File: src/rtl/scmp_alu_pkg.sv
// Shared types and constants for the sequenced SC/MP ALU.
package scmp_alu_pkg;

   typedef enum logic [3:0] {
      OP_PASS = 4'd0,
      OP_AND  = 4'd1,
      OP_OR   = 4'd2,
      OP_XOR  = 4'd3,
      OP_ADD  = 4'd4,
      OP_DAD  = 4'd5,
      OP_RRL  = 4'd6,
      OP_INC  = 4'd7,
      OP_DEC  = 4'd8
   } alu_op_t;

   typedef enum logic [1:0] {
      IDLE,
      EXEC,
      DONE
   } alu_state_t;

   localparam logic [3:0] BCD_ADJ = 4'd6;

endpackage

File: src/rtl/scmp_bcd_nibble_add.sv
// Combinational single-digit BCD adder; results above 9 are corrected by +6 with carry out.
module scmp_bcd_nibble_add
   import scmp_alu_pkg::*;
(
   input  logic [3:0] a,
   input  logic [3:0] b,
   input  logic       ci,
   output logic [3:0] s,
   output logic       co
);

   logic [4:0] raw;

   always_comb begin
      raw = {1'b0, a} + {1'b0, b} + {4'b0, ci};
      s   = raw[3:0];
      co  = 1'b0;
      // Non-BCD digits go through the same rule; the 4-bit wrap gives the corrected digit.
      if (raw > 5'd9) begin
         s  = raw[3:0] + BCD_ADJ;
         co = 1'b1;
      end
   end

endmodule

File: src/rtl/scmp_alu_seq.sv
// Sequenced SC/MP ALU: done at accept+1+N (N=1; WIDTH/4 for DAD; max(cnt,1) for RRL); busy until done,
// start ignored while busy except in the done cycle. Nibble-serial DAD only when SCMP_ALU_DAD_EN is defined.
module scmp_alu_seq
   import scmp_alu_pkg::*;
#(
   parameter int WIDTH = 8,
   parameter int CNT_W = 3
) (
   input  logic             clk,
   input  logic             rst,
   input  logic             start,
   input  alu_op_t          op,
   input  logic [WIDTH-1:0] a,
   input  logic [WIDTH-1:0] b,
   input  logic [CNT_W-1:0] cnt,
   input  logic             cy_i,
   input  logic             ov_i,
   input  logic             flush,
   output logic             busy,
   output logic             done,
   output logic [WIDTH-1:0] res,
   output logic             cy_o,
   output logic             ov_o
);

   alu_state_t       state, state_nxt;
   alu_op_t          op_q, op_dec;
   logic [WIDTH-1:0] acc, bq, res_q;
   logic             cq, oq, cy_q, ov_q, rot_en;
   logic [CNT_W-1:0] step, steps_ld;
   logic             accept, commit, last_step;
   logic [WIDTH-1:0] alu_res;
   logic             alu_cy, alu_ov;
   logic [WIDTH:0]   add_sum, inc_sum;

`ifdef SCMP_ALU_DAD_EN
   localparam logic [CNT_W-1:0] DAD_STEPS = CNT_W'(WIDTH / 4);
   logic [3:0] dig;
   logic       dco;

   scmp_bcd_nibble_add u_nib (
      .a  (acc[3:0]),
      .b  (bq[3:0]),
      .ci (cq),
      .s  (dig),
      .co (dco)
   );
`endif

   assign commit    = (state == DONE) && !flush;
   assign accept    = start && !flush && ((state == IDLE) || commit);
   assign last_step = (step == CNT_W'(1));
   assign busy      = (state != IDLE);
   assign done      = commit;
   // The done cycle already shows the new result; the held copy is taken at the same time.
   assign res       = commit ? acc : res_q;
   assign cy_o      = commit ? cq  : cy_q;
   assign ov_o      = commit ? oq  : ov_q;

   always_comb begin
      op_dec = op;
`ifndef SCMP_ALU_DAD_EN
      if (op == OP_DAD) op_dec = OP_ADD;
`endif
      steps_ld = CNT_W'(1);
      case (op_dec)
         OP_RRL:  if (cnt != '0) steps_ld = cnt;
`ifdef SCMP_ALU_DAD_EN
         OP_DAD:  steps_ld = DAD_STEPS;
`endif
         default: ;
      endcase
   end

   always_comb begin
      state_nxt = state;
      case (state)
         IDLE:    if (accept) state_nxt = EXEC;
         EXEC:    if (flush) state_nxt = IDLE;
                  else if (last_step) state_nxt = DONE;
         DONE:    state_nxt = accept ? EXEC : IDLE;
         default: state_nxt = IDLE;
      endcase
   end

   always_ff @(posedge clk or posedge rst) begin
      if (rst) state <= IDLE;
      else     state <= state_nxt;
   end

   always_comb begin
      add_sum = {1'b0, acc} + {1'b0, bq} + {{WIDTH{1'b0}}, cq};
      inc_sum = {1'b0, acc} + (WIDTH+1)'(1);
      alu_res = acc;
      alu_cy  = cq;
      alu_ov  = oq;
      case (op_q)
         OP_AND: alu_res = acc & bq;
         OP_OR:  alu_res = acc | bq;
         OP_XOR: alu_res = acc ^ bq;
         OP_ADD: begin
            {alu_cy, alu_res} = add_sum;
            alu_ov = (acc[WIDTH-1] == bq[WIDTH-1]) && (add_sum[WIDTH-1] != acc[WIDTH-1]);
         end
`ifdef SCMP_ALU_DAD_EN
         OP_DAD: begin
            alu_res = {dig, acc[WIDTH-1:4]};
            alu_cy  = dco;
         end
`endif
         OP_RRL: if (rot_en) {alu_cy, alu_res} = {acc[0], cq, acc[WIDTH-1:1]};
         OP_INC: {alu_cy, alu_res} = inc_sum;
         OP_DEC: begin
            alu_res = acc - WIDTH'(1);
            alu_cy  = (acc == '0);
         end
         default: ;
      endcase
   end

   always_ff @(posedge clk or posedge rst) begin
      if (rst) begin
         op_q   <= OP_PASS;
         acc    <= '0;
         bq     <= '0;
         cq     <= 1'b0;
         oq     <= 1'b0;
         rot_en <= 1'b0;
         step   <= '0;
      end else if (accept) begin
         op_q   <= op_dec;
         acc    <= a;
         bq     <= b;
         cq     <= cy_i;
         oq     <= ov_i;
         rot_en <= (cnt != '0);
         step   <= steps_ld;
      end else if (state == EXEC) begin
         // acc doubles as the shift register: DAD and RRL consume it low end first.
         acc  <= alu_res;
         cq   <= alu_cy;
         oq   <= alu_ov;
         bq   <= bq >> 4;
         step <= step - CNT_W'(1);
      end
   end

   always_ff @(posedge clk or posedge rst) begin
      if (rst) begin
         res_q <= '0;
         cy_q  <= 1'b0;
         ov_q  <= 1'b0;
      end else if (commit) begin
         res_q <= acc;
         cy_q  <= cq;
         ov_q  <= oq;
      end
   end

endmodule

File: config.mk
export PLATFORM = sky130hd
export DESIGN_NAME = scmp_alu_seq
export DESIGN_NICKNAME = d
export VERILOG_FILES = /design/src/rtl/scmp_alu_pkg.sv /design/src/rtl/scmp_bcd_nibble_add.sv /design/src/rtl/scmp_alu_seq.sv
export SDC_FILE = /design/constraint.sdc
export NUM_CORES = 1
export LEC_CHECK = 0
export BUFFER_PORTS_ARGS = -buffer_cell sky130_fd_sc_hd__clkbuf_2
export CORE_UTILIZATION = 55
export DETAILED_ROUTE_END_ITERATION = 10
export PLACE_DENSITY = 0.77
export SLEW_MARGIN = 30
export SYNTH_ARGS = -nofsm -noshare
export SYNTH_HDL_FRONTEND = slang
export SYNTH_SLANG_ARGS = --single-unit
File: constraint.sdc
create_clock -name clk -period 2.9 [get_ports clk]
set_clock_uncertainty 0.1 [all_clocks]
set_input_delay 0.87 -clock clk [delete_from_list [all_inputs] [get_ports clk]]
set_output_delay 0.87 -clock clk [all_outputs]
set_load 0.02 [all_outputs]
==> flow_summary.toml, run 1 <==
[clocking]
numCtsBuffers = 5
htreeDepth = 2
clkSlewWorstSetupHoldPaths_ns = 0.08
cts_buffer_depth = 2
cts_tree = "done"
insertion_delay_ns = 0.30
clock_sinks = 38
root_buffer = "clkbuf_8"

[timing]
finalCritPeriodShare_pct = 98.7
fin_tns_setup_ns = 0
period_needed_ns = 2.86
finalSetupViolCount = 0
slew_viol_final = 0
fin_ws_ns = 0.0390
slew_headroom_pct = 53.4
fmax_ghz = 0.350
hold_violations = 0
tightest_slew_ns = 0.693

[synthesis]
async_reset_ff_share_pct = 100
yosysUniqueCellTypes = 62
synth_nets = 416
synth_area_leaders = "dfrtp_1, ha_1, o21ai_0"
syn_area_um2 = 3060
synth_cells = 364
avgSynthCellArea_um2 = 8.39
synth_top_area_share_pct = 31.1
seq_area_frac_synth_pct = 31.1
synth_ff_type = "dfrtp_1"
synth-seq-cells = 38
ys_warn_count = 0
yosys-top-cells-count = "dfrtp_1, nand2_1, o21ai_0"
synth_edf_count = 0
yosys.area.top_type = "dfrtp_1"
yosysMostFrequentCell = "dfrtp_1"

[drt]
detail_route.iter0.violations = 455
drc_errors = 0
firstDrtPassIters = 5
wl_per_cell_um = 18.1
wl_um = 8700
ant_nets = 0
vias = 3066
viasPerCell = 6.37

[die]
ios = 41
core-area_um2 = 5240
die-area_um2 = 5860
num_rows = 26
start_util_pct = 58.3
dieHeight_um = 76.5
die_x_um = 76.5

[layout]
areaGrowthSynthToFinish_pct = 16.1
fillers = 464
diodes = 0
drive_gt1_share_pct = 22.1
final_cells = 481
finalNetCount = 462

[global_route]
antenna_found_initial = 0
grt_usage_pct = 30.7
grt_max_degree = 39
grt_pass1_vias = 2791
overflow = 0
grt_pass1_wl_um = 14000

[place]
place_hpwl_um = 6580
io_buffers = 40
place_ws_ns = 0.0210
dp_cells = 473
gp_congestion = 1.03

[job]
cap_violations = 0

[critical_path]
cp_top_family = "buffers and inverters"
path_class = "input port to output port"
cp-end-kind = "output port"
slowest_stage = "mux2_2"
cp_cell_sequence = "clkbuf_2, nor2_1, and2_4, buf_12, mux2_2, clkbuf_2"
rrSetupSlack_ns = 0.29
cp.arrival_ns = 1.89
r2r_cells = 9
r2r-end = "cq$_DFFE_PP0P_"
slowest_delay_ns = 0.35
crit_path_start_kind = "input port"
crit_top_cell = "clkbuf_2"
crit_buf_inv = 3
crit_fanout = 11
cp_data_required_time_ns = 1.93
reg2reg_from = "acc[0]$_DFFE_PP0P_"

[pwr]
p_per_area_nw_per_um2 = 1000
peakVddDrop_v = 0.000565
design_power_total_mw = 3.55
p_leak_nw = 1.63

[min_path]
hold_path_end = "res_q[0]$_DFF_PP0_"
whs_path_depth = 1
min_path_type = "flop to flop"
min-delay-start = "res_q[0]$_DFF_PP0_"

[status]
status = "completed"
-- layer usage --
layer  GRT usage (%)  wire length, um  vias up
met4            12.7              247        0
met3            4.91              784       26
met1            43.7             3850     1431
met2            46.2             3820      188
met5               0                0        -
li1                -                -     1421
-- report_power, final --
part | total, mW | leakage [nW] | switching (mW) | internal [mW]
sequential | 0.946 | 0.477 | 0.219 | 0.727
clock | 0.464 | 0.0504 | 0.208 | 0.256
combinational | 2.14 | 1.10 | 1.24 | 0.903
total | 3.55 | 1.63 | 1.67 | 1.89
-- cell usage in the layout (no fill, tap or decap), types with 3 or more instances in the layout --
| cell | netlist | layout |
|---|---|---|
| a311oi_1 | 3 | 3 |
| nor3_1 | 15 | 15 |
| inv_1 | 26 | 26 |
| dfrtp_1 | 38 | 38 |
| clkbuf_8 | 0 | 5 |
| ha_1 | 21 | 21 |
| nor4_1 | 4 | 4 |
| nor2b_1 | 8 | 8 |
| o21ai_0 | 28 | 28 |
| o21ai_1 | 3 | 3 |
| o31ai_1 | 9 | 9 |
| a21oi_1 | 13 | 13 |
| a221oi_1 | 4 | 4 |
| mux2_2 | 12 | 12 |
| a211oi_1 | 3 | 3 |
| a21o_1 | 4 | 4 |
| nand4_1 | 3 | 3 |
| and3_1 | 4 | 4 |
| o211ai_1 | 3 | 3 |
| o21a_1 | 3 | 3 |
| nand3_1 | 4 | 4 |
| clkbuf_2 | 0 | 40 |
| xnor2_1 | 7 | 7 |
| nand2_1 | 34 | 34 |
| nor2_1 | 25 | 25 |
| a22oi_1 | 5 | 5 |
| nand2b_1 | 5 | 5 |
| a31oi_1 | 6 | 6 |
| o22ai_1 | 6 | 6 |
| a221o_1 | 6 | 6 |
| buf_4 | 0 | 24 |
-- how the worst max path moves through the flow --
| stage | from | end | cells past startpoint |
|---|---|---|---|
| floorplan | flush | cy_o | 4 |
| global placement | flush | res[3] | 6 |
| detailed placement | flush | res[2] | 6 |
| CTS | flush | res[2] | 6 |
| global route | flush | res[2] | 6 |
| finish | flush | cy_o | 6 |
-- state kept, by name, indices dropped and copies added, names as in the netlist --
register,flops
acc,8
bq,8
res_q,8
op_q,4
step,3
state,2
cq,1
cy_q,1
oq,1
ov_q,1
rot_en,1
-- per-stage QoR --
step	utilization [%]	hold WS, ns	instance area [um2]
after floorplan	-	0.392	3060
after global placement	65.5	0.382	3430
after detailed placement	65.5	0.383	3430
after CTS	67.7	0.403	3540
after global routing	67.7	0.415	3550
final	67.7	0.401	3550
-- kinds of logic after synthesis --
kind of cell,count (synthesis),share of synthesized area [%]
XOR/XNOR,9,2.58
adder cells (fa/ha/maj),23,9.91
AND/OR/NAND/NOR,119,19.9
multiplexers,12,4.42
buffers and inverters,52,6.92
AO/OA/AOI/OAI,111,25.1
flip-flops,38,31.1
-- cell type report --
type                            count  area (um2)  share of cell area [%]
Clock buffer                        5        68.8                    1.94
Timing Repair Buffer               65         400                    11.3
Sequential cell                    38         951                    26.8
Clock inverter                      3        45.0                    1.27
Multi-Input combinational cell    274        1900                    53.5
Tap cell                           70        87.6                    2.47
Inverter                           26        97.6                    2.75
-- worst register-to-register path: cells and delay by family, from the launching register on --
| family | cells | cell delay [ns] |
|---|---|---|
| simple gates | 2 | 0.34 |
| compound gates | 4 | 0.84 |
| buf+inv | 1 | 0.10 |
| fa+ha+maj | 2 | 0.71 |
| flops | 1 | 0.41 |
-- timing repair --
action	CTS	global route
setup endpoints to repair	0	10
setup buffers	0	0
hold buffers	0	0
resized for setup	0	1
No activity file was read; power rests on OpenSTA's default activity.
==> inputs of run 2 (changes only) <==
- CORE_UTILIZATION: 55 -> 58
- PLACE_DENSITY: 0.77 -> 0.8
- SKIP_LAST_GASP: unset -> 1
==> run 2 against run 1 <==
Final cell count shrank 0.21%. Clock power shrank 14%. Power shrank 2.5%. Combinational power shrank 2%. First-iteration DRC count shrank 31%. Sequential share of layout area grew 0.18 points. Final area shrank 0.67%. Register-to-register slack gained 0.02 ns.
==> flow_summary.toml, run 2 (same netlist as run 1, synthesis figures left out) <==
[layout]
final_common_cell = "clkbuf_2"
seq_area_um2 = 951
fin_area_um2 = 3520
drive_gt1_share_pct = 22.2
finalNetCount = 461
top_regs = "acc: 8 flops, bq: 8 flops, res_q: 8 flops"
diodes = 0
fillers = 454
final_core_util_pct = 69.4
multi_input_area_um2 = 1900
areaGrowthSynthToFinish_pct = 15.3
layout_common_cells = "clkbuf_2, dfrtp_1, nand2_1, o21ai_0, inv_1"

[critical_path]
crit_top_cell = "clkbuf_2"
cp_cell_sequence = "clkbuf_2, nor2_2, and2_4, buf_12, mux2_2, clkbuf_2"
slowest_delay_ns = 0.36
path_class = "input port to output port"
cp_data_required_time_ns = 1.93
cp.arrival_ns = 1.86
cp_top_family = "buffers and inverters"
cp-end-kind = "output port"
r2r-end = "cq$_DFFE_PP0P_"
slowest_stage = "mux2_2"
r2r_cells = 9
reg2reg_from = "acc[0]$_DFFE_PP0P_"
rrSetupSlack_ns = 0.31
crit_path_start_kind = "input port"
crit_buf_inv = 3
crit_fanout = 11

[timing]
fmax_ghz = 0.353
period_needed_ns = 2.83
tightest_slew_ns = 0.654
finalSetupViolCount = 0
finalCritPeriodShare_pct = 97.6
rsz0062_at_grt = "no"
hold_violations = 0
slew_viol_final = 0
slew_headroom_pct = 56.3
fin_ws_ns = 0.0692
fin_tns_setup_ns = 0

[pwr]
internal_power_mw = 1.82
switching_power_mw = 1.65
netSwitchingFraction_pct = 47.6
p_leak_nw = 1.62
p_seq_share_pct = 28.0
peakVddDrop_v = 0.000508
p_per_area_nw_per_um2 = 984
design_power_total_mw = 3.47
clock_power_share_pct = 11.6
power_frac_comb_pct = 60.5

[clocking]
clock_sinks = 38
clkSlewWorstSetupHoldPaths_ns = 0.08
insertion_delay_ns = 0.29
numCtsBuffers = 5
htreeDepth = 2
cts_buffer_depth = 2
root_buffer = "clkbuf_8"
cts_tree = "done"

[global_route]
grt_pass1_wl_um = 13600
grt_usage_pct = 33.2
antenna_found_initial = 0
grt_pass1_vias = 2774
grt_max_degree = 39
overflow = 0

[min_path]
min_path_type = "flop to flop"
min-delay-start = "res_q[5]$_DFF_PP0_"
whs_path_depth = 1
hold_path_end = "res_q[5]$_DFF_PP0_"

[drt]
wl_per_cell_um = 18.2
vias = 3044
detail_route.iter0.violations = 313
drc_errors = 0
firstDrtPassIters = 6
viasPerCell = 6.34
ant_nets = 0
wl_um = 8730

[place]
place_area_um2 = 3420
place_ws_ns = 0.0149
io_buffers = 40
place_hpwl_um = 6430
gp_congestion = 0.999

[die]
start_util_pct = 60.2
die-area_um2 = 5560
dieHeight_um = 74.6
num_rows = 26
ios = 41
die_x_um = 74.6
core-area_um2 = 5070

[job]
cap_violations = 0

[status]
status = "completed"
## run 2: cell types whose count changed in the layout (fill, tap and decap cells not counted)
cell / before / now
nor2_2: 0 / 1
clkinv_2: 0 / 1
clkbuf_8: 5 / 6
bufinv_16: 1 / 0
nor2_1: 25 / 24
buf_4: 24 / 23
clkinvlp_4: 2 / 1
## run 2: final cells by class
class                           count  area share [%]
Inverter                           26            2.77
Multi-Input combinational cell    274            53.9
Sequential cell                    38            27.0
Tap cell                           70            2.49
Clock inverter                      2           0.355
Clock buffer                        6            2.34
Timing Repair Buffer               64            11.2
## run 2: how the worst max path moves through the flow
| stage | startpoint | endpoint | slack [ns] | depth (start not counted) |
|---|---|---|---|---|
| 2_1_floorplan | flush | cy_o | 0.09 | 4 |
| 3_3_place_gp | flush | res[2] | 0.05 | 6 |
| 3_5_place_dp | flush | res[4] | 0.01 | 6 |
| 4_1_cts | flush | res[4] | 0.02 | 6 |
| 5_1_grt | flush | res[4] | 0.02 | 6 |
| 6_report | flush | res[4] | 0.07 | 6 |
## run 2: power groups by stage
stage          sequential (mW)  clock (mW)  combinational (mW)
2_1_floorplan            0.855           0                1.54
3_3_place_gp             0.965           0                2.01
3_5_place_dp             0.973           0                2.05
4_1_cts                  0.962       0.406                2.06
5_1_grt                  0.995       0.430                2.31
6_report                 0.969       0.401                2.10
## run 2: layer usage
| metal | wire, um | part of all wire, % | track usage (%) | up-vias |
|---|---|---|---|---|
| met4 | 197 | 2.3 | 11.5 | 0 |
| li1 | - | - | - | 1414 |
| met3 | 628 | 7.2 | 5.28 | 21 |
| met5 | 0 | 0 | 0 | - |
| met1 | 3860 | 44 | 46.1 | 1458 |
| met2 | 4040 | 46 | 52.5 | 151 |
## run 2: what timing repair did
item / in CTS / in global routing
setup buffers: 0 / 0
gates resized for setup: 0 / 2
hold buffers: 0 / 0
endpoints found under the setup margin: 0 / 10
## run 2: metrics by stage
| step | hold WS [ns] | instances |
|---|---|---|
| after floorplan | 0.392 | 364 |
| after global placement | 0.380 | 472 |
| after detailed placement | 0.384 | 472 |
| after CTS | 0.403 | 480 |
| after global routing | 0.411 | 480 |
| final | 0.398 | 480 |
==> inputs of run 3 (changes only) <==
--- a/config.mk
+++ b/config.mk
@@ -10,2 +10,3 @@
 export DETAILED_ROUTE_END_ITERATION = 10
+export GPL_TIMING_DRIVEN = 0
 export PLACE_DENSITY = 0.8
==> constraint.sdc (replaced) <==
create_clock -name clk -period 2.9 [get_ports clk]
set_clock_uncertainty 0.1 [all_clocks]
set_input_delay 0.58 -clock clk [delete_from_list [all_inputs] [get_ports clk]]
set_output_delay 0.58 -clock clk [all_outputs]
set_load 0.02 [all_outputs]
==> run 3 against run 2 <==
Die area stayed put. Core utilization is 1.3 points lower. Wire length is 11% higher. Sequential share of layout area is 0.55 points higher. Count of clock-buffer cells in the layout stayed put. Critical path type is now flop to flop. Critical endpoint is now cq$_DFFE_PP0P_. Largest cell class unchanged. Largest power group unchanged. Highest routed layer unchanged.
==> flow_summary.toml, run 3 (same netlist as run 1, synthesis figures left out) <==
[critical_path]
cp-end-kind = "flop"
crit_path_start_kind = "flop"
rrSetupSlack_ns = 0.08
r2r_cells = 9
crit_fanout = 11
path_class = "flop to flop"
cp.arrival_ns = 2.88
cp_data_required_time_ns = 2.96

[min_path]
min_path_type = "input port to async pin"

[layout]
final_common_cell = "clkbuf_2"
fin_area_um2 = 3460
areaGrowthSynthToFinish_pct = 13.1
layout_common_cells = "clkbuf_2, dfrtp_1, nand2_1, o21ai_0"
top_regs = "acc: 8 flops, bq: 8 flops, res_q: 8 flops"
final_cells = 480
final_core_util_pct = 68.1
drive_gt1_share_pct = 18.8
finalNetCount = 461
diodes = 0

[clocking]
insertion_delay_ns = 0.30
clkSlewWorstSetupHoldPaths_ns = 0.08
htreeDepth = 2
numCtsBuffers = 5
cts_buffer_depth = 2
cts_tree = "done"
post_cts_buffers = 0
cts-resized-gates = 1
clock_sinks = 38
hold_buffers = 0
root_buffer = "clkbuf_8"

[timing]
rsz0062_at_grt = "yes"
tightest_slew_ns = 1.08
hold_violations = 0
finalSetupViolCount = 0
finalCritPeriodShare_pct = 97.1
timing.hold.ws_ns = 0.320
slew_viol_final = 0
fmax_ghz = 0.355
period_needed_ns = 2.82
slew_headroom_pct = 27.4

[pwr]
netSwitchingFraction_pct = 48.7
p_per_area_nw_per_um2 = 1020
switching_power_mw = 1.72
power_frac_comb_pct = 59.9
peakVddDrop_v = 0.000571
p_leak_nw = 1.56
clock_power_share_pct = 13.0
internal_power_mw = 1.81
p_seq_share_pct = 27.1

[drt]
detail_route.iter0.violations = 276
ant_nets = 0
drc_errors = 0
wl_um = 9730
vias = 3122
viasPerCell = 6.50
wl_per_cell_um = 20.3
firstDrtPassIters = 6

[die]
core-area_um2 = 5070
start_util_pct = 60.2
die_x_um = 74.6
num_rows = 26
ios = 41
die-area_um2 = 5560
dieHeight_um = 74.6

[global_route]
overflow = 0
grt_pass1_vias = 2864
antenna_found_initial = 0
grt_pass1_wl_um = 15100
grt_max_degree = 39
grt_usage_pct = 37.2

[job]
cap_violations = 0

[place]
place_hpwl_um = 7170
place_area_um2 = 3340
gp_congestion = 0.934
dp_cells = 474
io_buffers = 40

[status]
status = "completed"
-- run 3: cell count changes in the layout (fill, tap and decap cells not counted), moves of 2 or more --
cell      previous run  this run
clkbuf_1             0        14
clkbuf_2            40        42
buf_4               23         0
buf_2                0         7
-- run 3: power groups by stage --
stage / clock network (mW) / registers (mW) / logic [mW]
floorplan: 0 / 0.855 / 1.54
global placement: 0 / 0.909 / 2.03
detailed placement: 0 / 0.919 / 2.07
CTS: 0.461 / 0.910 / 2.09
global route: 0.484 / 0.983 / 2.28
finish: 0.459 / 0.957 / 2.11
-- run 3: area by class of cell --
| cell class | count | area [um2] |
|---|---|---|
| multi-input combinational | 274 | 1900 |
| fill | 434 | 1620 |
| sequential | 38 | 952 |
| timing repair buffer | 40 | 200 |
| buffer | 24 | 109 |
| inverter | 26 | 97.6 |
| tap | 70 | 87.6 |
| clock buffer | 6 | 72.6 |
| clock inverter | 2 | 37.5 |
-- run 3: worst max-delay path, cell delays in order, from the launching register on --
cell and delay, ns:
dfrtp_2 0.52, fa_1 0.54, inv_1 0.10, fa_1 0.21, nor2b_1 0.08, o31a_1 0.30
o31ai_1 0.33, a21oi_1 0.14, nor3_1 0.25, o31ai_1 0.11
-- run 3: final timing paths --
kind / startpoint / end
max in group asynchronous: rst / acc[0]$_DFFE_PP0P_
worst min-delay path: rst / res_q[0]$_DFF_PP0_
worst max register to register: acc[0]$_DFFE_PP0P_ / cq$_DFFE_PP0P_
min in group clk: flush / state[1]$_DFFE_PP0P_
worst max-delay path: acc[0]$_DFFE_PP0P_ / cq$_DFFE_PP0P_
worst min register to register: res_q[5]$_DFF_PP0_ / res_q[5]$_DFF_PP0_
-- run 3: metrics by stage --
stage / setup slack [ns] / power [mW] / setup TNS [ns]
after global placement: -0.0515 / 2.94 / -0.0515
after global routing: -0.0241 / 3.75 / -0.0241
after floorplan: 0.451 / 2.39 / 0
final: 0.0829 / 3.53 / 0
after CTS: 0.0577 / 3.46 / 0
after detailed placement: -0.0641 / 2.99 / -0.0641
-- run 3: routing by layer --
layer  routed length [um]  global-route usage [%]
met5                    0                       0
met4                  255                    15.7
met3                  769                    5.15
met2                 4500                    57.9
met1                 4210                    52.1
